[src/rtl/seg7_pkg.sv]
// Shared types and constants for the seven-segment multiplexed display driver.
package seg7_pkg;

  // Scan FSM: DEAD blanks every anode between digits, SHOW lights one digit.
  typedef enum logic {
    DEAD = 1'b0,
    SHOW = 1'b1
  } state_t;

  // All segments dark on an active-low bus.
  localparam logic [6:0] SEG_OFF = 7'h7F;

  // Active-low patterns {g,f,e,d,c,b,a} for hex values 0..F.
  localparam logic [6:0] SEG_LUT [0:15] = '{
    7'b1000000, 7'b1111001, 7'b0100100, 7'b0110000,
    7'b0011001, 7'b0010010, 7'b0000010, 7'b1111000,
    7'b0000000, 7'b0010000, 7'b0001000, 7'b0000011,
    7'b1000110, 7'b0100001, 7'b0000110, 7'b0001110
  };

endpackage

[src/rtl/hex_to_seg7.sv]
// Combinational hex nibble to active-low seven-segment pattern decoder.
module hex_to_seg7
  import seg7_pkg::*;
(
  input  logic [3:0] hex,
  output logic [6:0] seg_n
);

  // Straight table lookup; the table lives in the package so it is shared.
  always_comb begin
    seg_n = SEG_LUT[hex];
  end

endmodule

[src/rtl/seg7_mux_driver.sv]
// Time-multiplexed common-anode seven-segment driver with dead time between
// digits, a per-frame input snapshot, leading-zero blanking and decimal points.
module seg7_mux_driver
  import seg7_pkg::*;
#(
  parameter int NUM_DIGITS  = 2,
  parameter int REFRESH_DIV = 1000,
  parameter int DEADTIME    = 16
) (
  input  logic                    clk,
  input  logic                    reset,
  input  logic [4*NUM_DIGITS-1:0] digits,
  input  logic [NUM_DIGITS-1:0]   dp_in,
  input  logic                    blank_lz,
  output logic [6:0]              seg,
  output logic                    dp,
  output logic [NUM_DIGITS-1:0]   an,
  output logic                    frame_tick
);

  localparam int MAX_CNT = (REFRESH_DIV > DEADTIME) ? REFRESH_DIV : DEADTIME;
  localparam int CNT_W   = (MAX_CNT > 1) ? $clog2(MAX_CNT) : 1;
  localparam int IDX_W   = (NUM_DIGITS > 1) ? $clog2(NUM_DIGITS) : 1;

  localparam logic [CNT_W-1:0] DEAD_LAST = CNT_W'(DEADTIME - 1);
  localparam logic [CNT_W-1:0] SHOW_LAST = CNT_W'(REFRESH_DIV - 1);
  localparam logic [IDX_W-1:0] IDX_LAST  = IDX_W'(NUM_DIGITS - 1);

  state_t                  state_q, state_d;
  logic [CNT_W-1:0]        cnt_q, cnt_d;
  logic [IDX_W-1:0]        idx_q, idx_d;
  logic [4*NUM_DIGITS-1:0] snap_digits_q, snap_digits_d;
  logic [NUM_DIGITS-1:0]   snap_dp_q, snap_dp_d;
  logic                    snap_blank_q, snap_blank_d;
  logic [6:0]              seg_q, seg_d;
  logic                    dp_q, dp_d;
  logic [NUM_DIGITS-1:0]   an_q, an_d;
  logic                    tick_q, tick_d;

  logic [NUM_DIGITS-1:0]   blank_mask;
  logic                    zero_above;
  logic [3:0]              sel_hex;
  logic [6:0]              dec_seg;

  // Scan sequencing: dead/show counters, digit index and the frame snapshot.
  always_comb begin
    state_d       = state_q;
    cnt_d         = cnt_q + CNT_W'(1);
    idx_d         = idx_q;
    snap_digits_d = snap_digits_q;
    snap_dp_d     = snap_dp_q;
    snap_blank_d  = snap_blank_q;
    tick_d        = 1'b0;
    case (state_q)
      DEAD: begin
        if (cnt_q == DEAD_LAST) begin
          state_d = SHOW;
          cnt_d   = '0;
          if (idx_q == '0) begin
            snap_digits_d = digits;
            snap_dp_d     = dp_in;
            snap_blank_d  = blank_lz;
            tick_d        = 1'b1;
          end
        end
      end
      SHOW: begin
        if (cnt_q == SHOW_LAST) begin
          state_d = DEAD;
          cnt_d   = '0;
          idx_d   = (idx_q == IDX_LAST) ? '0 : idx_q + IDX_W'(1);
        end
      end
      default: begin
        state_d = DEAD;
        cnt_d   = '0;
      end
    endcase
  end

  // Blank digit i>0 when blanking is on and it and all higher digits are zero.
  always_comb begin
    zero_above = 1'b1;
    blank_mask = '0;
    for (int i = NUM_DIGITS - 1; i > 0; i--) begin
      zero_above    = zero_above & (snap_digits_d[4*i +: 4] == 4'h0);
      blank_mask[i] = snap_blank_d & zero_above;
    end
  end

  // Decode the digit that will be lit next cycle so outputs carry no extra latency.
  always_comb begin
    sel_hex = snap_digits_d[4*idx_d +: 4];
  end

  hex_to_seg7 u_hex_to_seg7 (
    .hex   (sel_hex),
    .seg_n (dec_seg)
  );

  // Output pattern for the upcoming state; everything dark unless a visible SHOW slot.
  always_comb begin
    seg_d = SEG_OFF;
    dp_d  = 1'b1;
    an_d  = '1;
    if (state_d == SHOW && !blank_mask[idx_d]) begin
      an_d  = ~(NUM_DIGITS'(1) << idx_d);
      seg_d = dec_seg;
      dp_d  = ~snap_dp_d[idx_d];
    end
  end

  // All state and outputs registered; synchronous active-low reset.
  always_ff @(posedge clk) begin
    if (!reset) begin
      state_q       <= DEAD;
      cnt_q         <= '0;
      idx_q         <= '0;
      snap_digits_q <= '0;
      snap_dp_q     <= '0;
      snap_blank_q  <= 1'b0;
      seg_q         <= SEG_OFF;
      dp_q          <= 1'b1;
      an_q          <= '1;
      tick_q        <= 1'b0;
    end else begin
      state_q       <= state_d;
      cnt_q         <= cnt_d;
      idx_q         <= idx_d;
      snap_digits_q <= snap_digits_d;
      snap_dp_q     <= snap_dp_d;
      snap_blank_q  <= snap_blank_d;
      seg_q         <= seg_d;
      dp_q          <= dp_d;
      an_q          <= an_d;
      tick_q        <= tick_d;
    end
  end

  assign seg        = seg_q;
  assign dp         = dp_q;
  assign an         = an_q;
  assign frame_tick = tick_q;

endmodule

[config.mk]
export PLATFORM = sky130hd
export DESIGN_NAME = seg7_mux_driver
export DESIGN_NICKNAME = d
export VERILOG_FILES = /design/src/rtl/seg7_pkg.sv /design/src/rtl/hex_to_seg7.sv /design/src/rtl/seg7_mux_driver.sv
export SDC_FILE = /design/constraint.sdc
export NUM_CORES = 1
export LEC_CHECK = 0
export ABC_AREA = 1
export CORE_ASPECT_RATIO = 0.6
export CORE_MARGIN = 3
export CORE_UTILIZATION = 35
export CTS_CLUSTER_DIAMETER = 120
export DETAILED_ROUTE_END_ITERATION = 8
export MAX_ROUTING_LAYER = met4
export PLACE_DENSITY = 0.63
export SYNTH_ARGS = -nofsm -noshare
export SYNTH_HDL_FRONTEND = slang
export SYNTH_SLANG_ARGS = --single-unit
[constraint.sdc]
create_clock -name clk -period 2.1 [get_ports clk]
set_input_delay 0.42 -clock clk [delete_from_list [all_inputs] [get_ports clk]]
set_output_delay 0.42 -clock clk [all_outputs]
set_load 0.05 [all_outputs]
==> reports/metrics.yaml <==
place:
  io_buffers: 23
  hpwlAfterDp_um: 2996
  gp_congestion: 0.8776
  pre_cts_ws_ns: -0.02778
sta:
  tns_ns: 0
  hold_slack_ns: 0.4688
  hold_viol: 0
  worst_pin_slew_ns: 0.4917
  setup_viol: 0
  slew_viol_final: 0
  min_period_ns: 2.071
  min_period_over_period_pct: 98.63
  rsz0062_at_grt: "true"
  relSlewSlack_pct: 67.12
  clock_skew_ns: 0.004915
  final.setup.worst_slack_ns: 0.02886
  fmax_mhz: 482.8
critical_path:
  critPathArrivalTime_ns: 2.24
  crit_required_ns: 2.27
  reg2reg_to: "seg[3]"
  start_kind: "flop"
  crit_type: "reg2reg"
  rrSetupSlack_ns: 0.03
  ff2ff_path_depth: 15
  r2r_start: "cnt_q[1]"
  critPathMaxFanout: 5
  crit_path_end_kind: "flop"
die:
  die-height_um: 61.19
  ios: 24
  die_area_sq_mm: 0.005995
  initial_core_util_pct: 37.56
  fp-row-count: 19
  core_sq_mm: 0.004731
  die_w_um: 97.98
flow_run:
  drv_cap: 0
power_and_ir_drop:
  combPwrFrac_pct: 3.7
  vdd_ir_drop_max_uv: 263.2
  switchingPower_uw: 258.0
  p_leak_uw: 0.001051
  totalPowerFinal_uw: 1316
  p_clk_share_pct: 46.5
  internal-power_uw: 1058
  p_per_area_mw_per_mm2: 544.8
  seq_power_share_pct: 49.8
  switching_share_pct: 19.61
hold_path:
  hold_end: "snap_blank_q"
  min_from: "snap_blank_q"
  whs_path_depth: 2
  hold_path.class: "reg2reg"
yosys:
  synth_nets: 251
  synth_seq_area_share_pct: 38.31
  yosys_warnings: 0
  synthDistinctLibCells: 27
  synthCells: 231
  synth_area_sq_mm: 0.001777
  ys_ff_latch: 34
  syn_avg_cell_area_sq_um: 7.691
clock_tree:
  insertion_delay_ns: 0.28
  cts-hold-fix-buffers: 0
  cts_tree: "done"
  cts_buffers: 5
  cts_sinks: 34
  h-tree-depth: 2
  max-clock-path-buffers: 2
  cts_root_buf: "clkbuf_8"
  clkTransAtPathRegs_ns: 0.07
grt:
  grt_max_degree: 15
  busiest_layer: "met1"
  grt_overflow_total: 0
  grtUsageMet2_pct: 19.54
  grt_first_pass_wirelength_um: 6872
  use_met3_pct: 4.412
  grt_pass1_vias: 1413
  grtUsageMet1_pct: 21.97
  grt_use_total_pct: 15.08
  antenna_found_initial: 0
layout:
  layout_common_cells: "50 x nand2_1, 32 x dfxtp_1, 23 x nor2_1, 23 x clkdlybuf4s50_1, 20 x inv_1"
  final_common_cell: "nand2_1"
  antenna-diode-count: 0
  drive_gt1_share_pct: 28.26
  area_growth_pct: 35.99
  fin_nets: 296
drt:
  dr.pass1.iters: 4
  via_count: 1622
  drc: 0
  wl_per_cell_um: 12.49
  ant_nets: 0
  drt_wl_total_um: 4233
  drt-initial-drc-count: 108
  routed_via_density: 4.785
outcome:
  status: "finished, final reports clean"
==> cell usage after synthesis (all sizes together) <==
cell	number	share of area, %
nand2	70	17
xnor2	1	0.49
dfxtp	34	38
clkinv	1	0.28
mux2i	2	1.1
a21oi	5	1.4
xor2	4	2.0
inv	23	4.9
ha	7	4.9
a31oi	1	0.35
nor3b	2	0.84
nor3	2	0.56
nand3	32	13
nor2	28	7.8
clkbuf	1	0.21
o21ai	1	0.28
buf	4	1.8
nand4	13	4.6
==> per-layer routing <==
metal / vias up / wire length [um]
li1: 835 / -
met1: 733 / 2254
met2: 47 / 1670
met3: 7 / 266
met4: 0 / 42
met5: - / 0
==> power by group through the flow <==
| stage | clock (uW) | combinational (uW) | sequential, uW |
|---|---|---|---|
| floorplan | 0 | 14.5 | 667 |
| global placement | 0 | 45.9 | 667 |
| detailed placement | 0 | 45.3 | 667 |
| CTS | 627 | 45.9 | 652 |
| global route | 656 | 53.0 | 655 |
| finish | 612 | 48.4 | 655 |
==> worst max-delay path: stages, from the launching register on <==
cell	delay [ns]
dfxtp_2	0.36
ha_4	0.15
nand2_4	0.06
inv_4	0.06
nand2_4	0.05
nor2_4	0.19
buf_6	0.13
nand4_1	0.13
nand3_1	0.15
nand2_2	0.12
buf_6	0.14
ha_2	0.16
nand2_1	0.07
nand2_1	0.07
nand2_2	0.07
nand3_2	0.06
==> registers in the layout, summed over array words and instances (netlist names) <==
signal and count:
cnt_q 10, dp 1, snap_blank_q 1, snap_digits_q 8, an 2, seg 7
idx_q 1, frame_tick 1, state_q 1, snap_dp_q 2
==> how the worst max path moves through the flow <==
stage                    from     end  slack (ns)
finish               cnt_q[1]  seg[3]        0.03
global route         cnt_q[1]  seg[3]       -0.12
CTS                  cnt_q[1]  seg[3]        0.01
detailed placement   cnt_q[1]  seg[3]       -0.03
global placement    digits[1]  seg[3]       -0.04
floorplan            cnt_q[0]  seg[6]        0.06
==> metrics by stage <==
| stage | utilization [%] | instances | instance area [sq um] |
|---|---|---|---|
| after floorplan | - | 231 | 1777 |
| after global placement | 45.38 | 325 | 2147 |
| after detailed placement | 45.38 | 325 | 2147 |
| after CTS | 47.92 | 332 | 2267 |
| after global routing | 51.07 | 339 | 2416 |
| final | 51.07 | 339 | 2416 |
==> cell type report <==
cell class	instances	area (sq um)
multi-input cells	168	1061
repair buffers	43	387.9
clock buffers	6	82.58
fillers	463	2315
inverters	24	92.59
clock inverters	1	30.03
well taps	63	78.83
flip-flops and latches	34	683.2
==> kinds of logic (layout without fill, tap and decap cells) <==
kind of cell | Yosys count | count (layout) | share of synthesized area, %
fa+ha+maj | 7 | 7 | 4.929
simple gates | 147 | 147 | 43.94
xor+xnor | 5 | 5 | 2.465
compound gates | 7 | 7 | 2.042
flops | 34 | 34 | 38.31
mux | 2 | 2 | 1.127
buf+inv | 29 | 74 | 7.182
==> timing repair <==
item,4_1_cts,5_1_grt
cloned,0,0
endpoints found under the setup margin,4,7
gates resized for setup,3,25
pin swaps,2,12
setup buffers,0,7
(Power assumes the default switching activity.)
